==> config.mk <==
export PLATFORM = sky130hd
export DESIGN_NAME = timer_seq_ctrl
export DESIGN_NICKNAME = d
export VERILOG_FILES = /design/src/rtl/timer_seq_ctrl.sv
export SDC_FILE = /design/constraint.sdc
export NUM_CORES = 1
export LEC_CHECK = 0
export ABC_CLOCK_PERIOD_IN_PS = 1740
export CAP_MARGIN = 0
export CORE_MARGIN = 3
export CORE_UTILIZATION = 43
export CTS_BUF_LIST = sky130_fd_sc_hd__clkbuf_16
export CTS_CLUSTER_DIAMETER = 40
export DETAILED_ROUTE_END_ITERATION = 7
export PLACE_DENSITY = 0.84
export SLEW_MARGIN = 20
export SYNTH_ARGS = -nofsm -noshare
export SYNTH_HDL_FRONTEND = slang
export SYNTH_SLANG_ARGS = --single-unit
==> constraint.sdc <==
create_clock -name clk -period 1.74 [get_ports clk]
set_input_delay 0.435 -clock clk [delete_from_list [all_inputs] [get_ports clk]]
set_output_delay 0.435 -clock clk [all_outputs]
set_load 0.01 [all_outputs]
==> src/rtl/timer_seq_ctrl.sv <==
// Interval controller: latches a period/prescale/mode configuration, then sequences
// an up-counter and pulses tick at each terminal count (one-shot or auto-reload).
module timer_seq_ctrl #(
    parameter int WIDTH   = 4,
    parameter int PRESC_W = 4
) (
    input  logic               clk,
    input  logic               rst,
    input  logic               cfg_valid,
    output logic               cfg_ready,
    input  logic [WIDTH-1:0]   cfg_period,
    input  logic [PRESC_W-1:0] cfg_presc,
    input  logic               cfg_mode,
    input  logic               start,
    input  logic               stop,
    output logic               busy,
    output logic               done,
    output logic               tick,
    output logic [WIDTH-1:0]   count,
    output logic [1:0]         dbg_state
);

    // Handshake: a configuration transfers on a rising clk edge where cfg_valid and
    // cfg_ready are both high; cfg_ready is low only while a run is in progress.

    typedef enum logic [1:0] {
        ST_IDLE = 2'd0,
        ST_RUN  = 2'd1,
        ST_DONE = 2'd2
    } state_t;

    state_t             state_q, state_d;
    logic [WIDTH-1:0]   count_q, count_d;
    logic [PRESC_W-1:0] presc_cnt_q, presc_cnt_d;
    logic [WIDTH-1:0]   period_q, period_d;
    logic [PRESC_W-1:0] presc_q, presc_d;
    logic               mode_q, mode_d;
    logic               tick_q, tick_d;
    logic               cfg_accept;

    assign cfg_accept = cfg_valid && (state_q != ST_RUN);

    always_ff @(posedge clk or negedge rst) begin
        if (!rst) begin
            state_q     <= ST_IDLE;
            count_q     <= '0;
            presc_cnt_q <= '0;
            period_q    <= '0;
            presc_q     <= '0;
            mode_q      <= 1'b0;
            tick_q      <= 1'b0;
        end else begin
            state_q     <= state_d;
            count_q     <= count_d;
            presc_cnt_q <= presc_cnt_d;
            period_q    <= period_d;
            presc_q     <= presc_d;
            mode_q      <= mode_d;
            tick_q      <= tick_d;
        end
    end

    always_comb begin
        state_d     = state_q;
        count_d     = count_q;
        presc_cnt_d = presc_cnt_q;
        period_d    = period_q;
        presc_d     = presc_q;
        mode_d      = mode_q;
        tick_d      = 1'b0;

        // Config values latched here only take effect from the next edge onward,
        // so a run started on the same edge is governed by the new values.
        if (cfg_accept) begin
            period_d = cfg_period;
            presc_d  = cfg_presc;
            mode_d   = cfg_mode;
        end

        case (state_q)
            ST_IDLE, ST_DONE: begin
                if (start) begin
                    state_d     = ST_RUN;
                    count_d     = '0;
                    presc_cnt_d = '0;
                end
            end
            ST_RUN: begin
                if (stop) begin
                    state_d     = ST_IDLE;
                    count_d     = '0;
                    presc_cnt_d = '0;
                end else if (presc_cnt_q != presc_q) begin
                    presc_cnt_d = presc_cnt_q + 1'b1;
                end else begin
                    presc_cnt_d = '0;
                    if (count_q == period_q) begin
                        count_d = '0;
                        tick_d  = 1'b1;
                        state_d = mode_q ? ST_RUN : ST_DONE;
                    end else begin
                        count_d = count_q + 1'b1;
                    end
                end
            end
            default: begin
                state_d     = ST_IDLE;
                count_d     = '0;
                presc_cnt_d = '0;
            end
        endcase
    end

    assign busy      = (state_q == ST_RUN);
    assign done      = (state_q == ST_DONE);
    assign cfg_ready = (state_q != ST_RUN);
    assign tick      = tick_q;
    assign count     = count_q;
    assign dbg_state = state_q;

endmodule

==> results.toml, run 1 <==
[timing]
holdWs_ps = 517
setup_viol = 0
hold_viol = 0
fin_ws_ps = 50.1
fmax_mhz = 592
worst_slew_pin_slew_ps = 361
drv_slew = 0
slew_headroom_pct = 75.9
min_period_over_period_pct = 97.1
grt_setup_unrepaired = "false"
layout_min_cycle_time_ps = 1690
skew_ps = 4.56

[routing]
drc = 0
wl_per_cell_um = 15.1
ant_nets = 0
via_per_inst = 5.31
first_pass_iters = 3
num_vias = 760
wl_um = 2150
drt_first_iter_violations = 4

[worst_setup_path]
reg2reg_slack_ps = 90
critPathLaunchType = "register"
critPathTopFamily = "buffers and inverters"
crit_chain = "clkdlybuf4s50_1"
r2r_end = "count[3]"
path_class = "register to primary output"
worstSetupPathDepth = 1
cp_num_buf_inv = 1
cp.arrival_ps = 1250
cp.required_ps = 1300
end_kind = "primary output"
slowest_stage = "clkdlybuf4s50_1"
path_max_fanout = 5
r2r_cells = 5
r2r-start = "presc_cnt_q[2]"
cpPeakStageDelay_ps = 580

[pwr]
pwr-share-clk_pct = 21.4
combPwrFrac_pct = 42.6
swShare_pct = 33.4
intPower_mw = 1.46
power.switching_mw = 0.733
leakage_nw = 0.620
vdd_drop_max_mv = 0.900
power.density_nw_per_um2 = 1560
seqPwrFrac_pct = 36.0

[cts]
clock_path_buffers = 2
ctsRootBufferMaster = "clkbuf_16"
cts.sinks = 20
clkTransAtPathRegs_ps = 50
clock_latency_ps = 250
htree_levels = 1
numCtsBuffers = 3
cts_tree = "done"

[global_routing]
grt_pass1_wl_um = 3540
grt_max_degree = 21
grt_usage_pct = 17.4
grt.met3_usage_pct = 3.88
grt_util_met2_pct = 27.9
use_met1_pct = 21.3
antenna_found_initial = 0
grt.overflow.total = 0
grt.busiest_layer = "met2"
grt_pass1_vias = 806

[floorplanning]
die_w_um = 54.1
start_util_pct = 47.8
num_rows = 16
die_y_um = 54.1
core_um2 = 2080
dieArea_um2 = 2930
ioPinCount = 24

[layout]
final_layout_size_suffix_gt1_share_pct = 25.0
area_growth_pct = 41.5
nets = 133
diodes = 0
fin_area_um2 = 1410

[outcome]
outcome = "finished, final reports clean"

[placed_design]
dp_hpwl_um = 1600
gp_congestion = 0.871
post-place-ws_ps = -359
dpl_cell_area_um2 = 1330
port_buffers = 23

[worst_hold_path]
hold_path.class = "input pin to asynchronous set/reset pin"

[synthesis]
yosysSeqAreaShare_pct = 50.3
synth.avg_cell_area_um2 = 12.4
ys_ff_latch = 20
yosysUniqueCellTypes = 33
yosysWarnings = 0
syn_area_um2 = 996
syn_inst = 80
synth.net_count = 96

[run]
max-cap-violations = 0
==> flip-flops by register name, summed over array words and instances (netlist names) <==
name         count
presc_cnt_q      4
presc_q          4
count            4
mode_q           1
dbg_state        2
tick             1
period_q         4
==> power groups by stage <==
stage               Combinational (mW)  Clock [mW]  Sequential, mW
floorplan                        0.568           0           0.779
global placement                 0.906           0           0.786
detailed placement               0.931           0           0.792
CTS                              0.939       0.477           0.789
global route                      1.02       0.500           0.815
finish                           0.933       0.469           0.789
==> layout make-up <==
type                            count  area, µm²
Clock buffer                        3       75.1
Clock inverter                      1       3.75
Fill cell                         166        673
Inverter                            3       11.3
Multi-Input combinational cell     57        488
Sequential cell                    20        504
Tap cell                           27       33.8
Timing Repair Buffer               32        293
==> placed cells by master, fill, tap and decap left out <==
cell	instances
a41o_4	1
o2111ai_1	1
o221ai_1	1
nor3_1	2
xnor2_1	8
a41oi_1	1
mux2_4	1
dfrtp_1	17
a211o_1	1
nor2_1	3
a21oi_1	1
and2b_1	1
inv_1	3
nand2_1	4
clkinv_1	1
a22o_1	1
o21ai_2	1
mux2_2	9
clkbuf_16	3
o2bb2ai_1	1
mux2i_1	1
dlygate4sd2_1	4
buf_4	9
dfrtp_2	3
nor2b_1	1
or3b_4	1
clkdlybuf4s50_1	19
ha_1	2
nand4_1	2
a41o_1	1
and3_1	1
nor3b_1	1
nand2b_1	1
nand3b_1	1
nor4b_4	1
o21ai_0	2
nand3_1	2
o22ai_1	1
a21o_1	1
a32o_1	1
==> through the flow <==
| step | power, mW | TNS (ps) | util (%) | instances |
|---|---|---|---|---|
| 3_3_place_gp | 1.69 | -2100 | 63.8 | 139 |
| 2_1_floorplan | 1.35 | 0 | - | 80 |
| 5_1_grt | 2.33 | 0 | 67.7 | 143 |
| 3_5_place_dp | 1.72 | -2450 | 63.8 | 139 |
| 4_1_cts | 2.21 | 0 | 67.6 | 143 |
| 6_report | 2.19 | 0 | 67.7 | 143 |
==> routing by layer <==
| metal | routed length, µm | part of all wire, % |
|---|---|---|
| met4 | 43 | 2.0 |
| met1 | 922 | 43 |
| met3 | 101 | 4.7 |
| met5 | 0 | 0 |
| met2 | 1090 | 50 |
==> how the worst max path moves through the flow <==
stage | startpoint | to | slack [ps]
global route | count[2] | count[2] | 3
floorplan | dbg_state[1] | count[0] | 50
global placement | stop | count[0] | -310
CTS | count[0] | count[0] | 4
finish | count[1] | count[1] | 50
detailed placement | stop | count[0] | -360
==> cells in the mapped netlist, drive strengths merged <==
master	instances	share of area (%)
dfrtp	20	50
nor4b	1	2.4
o2bb2ai	1	0.88
nor3	2	1.0
nand3b	1	0.75
o221ai	1	0.88
a21oi	1	0.50
and3	1	0.63
mux2	10	11
a32o	1	1.0
nor3b	1	0.75
a211o	1	0.88
o22ai	1	0.63
nand4	2	1.3
a21o	1	0.75
and2b	1	0.75
a22o	1	0.88
or3b	1	1.1
o2111ai	1	0.88
inv	3	1.1
a41oi	1	0.88
mux2i	1	1.0
ha	2	2.5
nor2b	1	0.63
nand2b	1	0.63
a41o	2	3.1
xnor2	8	7.0
o21ai	3	1.9
nor2	3	1.1
nand3	2	1.0
nand2	4	1.5
==> cells by family after synthesis <==
logic type	Yosys count	synth area share, %
AND/OR/NAND/NOR	21	13.6
multiplexers	11	12.3
AO/OA/AOI/OAI	15	13.2
XOR/XNOR	8	7.04
flip-flops	20	50.3
adder cells (fa/ha/maj)	2	2.51
buffers and inverters	3	1.13
==> timing repair <==
item                                    4_1_cts  5_1_grt
pin swaps                                     1        0
resized for setup                             6        1
buffers inserted                              0        0
hold endpoints to repair                      0        0
cloned                                        0        0
hold buffers                                  0        0
endpoints found under the setup margin        8        1
(Power assumes the default switching activity.)
==> inputs of run 2 (changes only) <==
- CORE_UTILIZATION: 43 -> 54
- DONT_BUFFER_PORTS: unset -> 1
- PLACE_DENSITY: 0.84 -> 0.82
==> run 2 against run 1 <==
Final area fell by 17%. Total power fell by 5.7%. Clock power barely moved. Utilization rose by 5.0 points. Global-route usage rose by 2.4 points. Clock skew fell by 2.1 ps. Combinational power fell by 13%. Largest power group unchanged. Via count fell by 10%. Count of clock-buffer cells in the layout did not move.
==> results.toml, run 2 (synthesis gave the netlist of run 1 again) <==
[cts]
cts_tree = "done"
clock_latency_ps = 250
numCtsBuffers = 3
cts.sinks = 20
post_cts_buffers = 0
clkTransAtPathRegs_ps = 60
clock_path_buffers = 2
ctsRootBufferMaster = "clkbuf_16"
htree_levels = 1

[global_routing]
grt_pass1_vias = 778
antenna_found_initial = 0
grt.overflow.total = 0
grt_usage_pct = 19.8
grt_pass1_wl_um = 3610
grt_max_degree = 21

[worst_setup_path]
cpPeakStageDelay_ps = 430
end_kind = "register"
path_class = "register to register"
path_max_fanout = 8
reg2reg_slack_ps = 70
slowest_stage = "or3b_4"
crit_start = "dbg_state[1]"
r2r_cells = 4
r2r-start = "dbg_state[1]"
r2r_end = "count[0]"
crit_chain = "or3b_4 > a41o_4 > o21ai_2 > mux2_2"
critPathLaunchType = "register"
cp.required_ps = 1870
cp.arrival_ps = 1800
crit_end = "count[0]"

[floorplanning]
ioPinCount = 24
num_rows = 14
dieArea_um2 = 2400
die_y_um = 48.9
core_um2 = 1610
start_util_pct = 61.8
die_w_um = 48.9

[worst_hold_path]
hold_path.class = "input pin to register"
whs_path_depth = 1

[pwr]
power.density_nw_per_um2 = 1760
leakage_nw = 0.525
vdd_drop_max_mv = 1.09

[routing]
first_pass_iters = 4
wl_per_cell_um = 17.9
num_vias = 682
ant_nets = 0
drt_first_iter_violations = 14
via_per_inst = 5.88
drc = 0
wl_um = 2080

[layout]
diodes = 0
final_layout_size_suffix_gt1_share_pct = 28.3
final_common_cell = "dfrtp_1"
area_growth_pct = 17.6
instances_no_fill = 116
final_cell_mix = "dfrtp_1 (19), mux2_2 (10), xnor2_1 (8), buf_4 (7), inv_1 (4)"
n_fill_cell = 123
nets = 109

[timing]
grt_setup_unrepaired = "false"
fin_ws_ps = 65.9
hold_viol = 0
skew_ps = 2.42
slew_headroom_pct = 41.6
setup_viol = 0
layout_min_cycle_time_ps = 1670
min_period_over_period_pct = 96.2
totalNegativeSetupSlack_ps = 0
fmax_mhz = 597
drv_slew = 0
worst_slew_pin_slew_ps = 873

[run]
max-cap-violations = 0

[placed_design]
place_inst = 111
post-place-ws_ps = 48.9
port_buffers = 0
dp_hpwl_um = 1510
gp_congestion = 0.890

[outcome]
outcome = "finished, final reports clean"
## run 2: cell types whose count changed in the layout (fill, tap and decap cells not counted), sizes merged
cell           previous run  this run
inv                       3         4
clkinv                    1         0
dlygate4sd2               4         0
clkdlybuf4s50            19         0
dlygate4sd3               0         1
buf                       9         7
## run 2: cell type report
type,instances,area [µm²],area share [%]
clock buffer,3,75.1,6.41
clock inverter,1,3.75,0.321
inverter,3,11.3,0.962
multi-input combinational,57,487,41.6
sequential,20,502,42.8
tap,24,30.0,2.56
timing repair buffer,8,62.6,5.34
## run 2: timing repair
item                                   in CTS  in global routing
hold buffers                                1                  0
gates resized for setup                     0                  1
endpoints found under the hold margin      20                  0
setup endpoints to repair                   0                  9
## run 2: critical path: cells and delay by family, from the launching register on
family | cells | cell delay [ps]
multiplexers | 1 | 370
AO/OA/AOI/OAI | 2 | 380
AND/OR/NAND/NOR | 1 | 430
flip-flops | 1 | 380
## run 2: power by group
group          internal (mW)  switching [mW]  total, mW
Clock                  0.306           0.163      0.468
Combinational          0.401           0.409      0.811
Sequential             0.633           0.154      0.787
Total                   1.34           0.726       2.07
## run 2: worst min-delay path by stage
stage | from | to | slack (ps)
after floorplan | rst | count[0] | 140
after global placement | rst | tick | 140
after detailed placement | rst | tick | 140
after CTS | cfg_period[3] | period_q[3] | 330
after global routing | cfg_period[1] | period_q[1] | 320
final | cfg_presc[2] | presc_q[2] | 330
## run 2: per-layer routing
metal / GRT usage, % / routed length (µm) / part of all wire, % / up-vias
met5: 0 / 0 / 0 / -
met4: 8.53 / 38 / 1.8 / 0
met3: 3.98 / 106 / 5.1 / 8
met2: 31.2 / 974 / 47 / 31
met1: 26.3 / 961 / 46 / 320
li1: - / - / - / 323
## run 2: stage by stage
| stage | hold slack (ps) | instance area, µm² | power (mW) | utilization, % |
|---|---|---|---|---|
| after floorplan | 139 | 997 | 1.35 | - |
| after global placement | 140 | 1080 | 1.53 | 67.0 |
| after detailed placement | 140 | 1080 | 1.57 | 67.0 |
| after CTS | 331 | 1170 | 2.06 | 72.5 |
| after global routing | 324 | 1170 | 2.19 | 72.7 |
| final | 332 | 1170 | 2.07 | 72.7 |
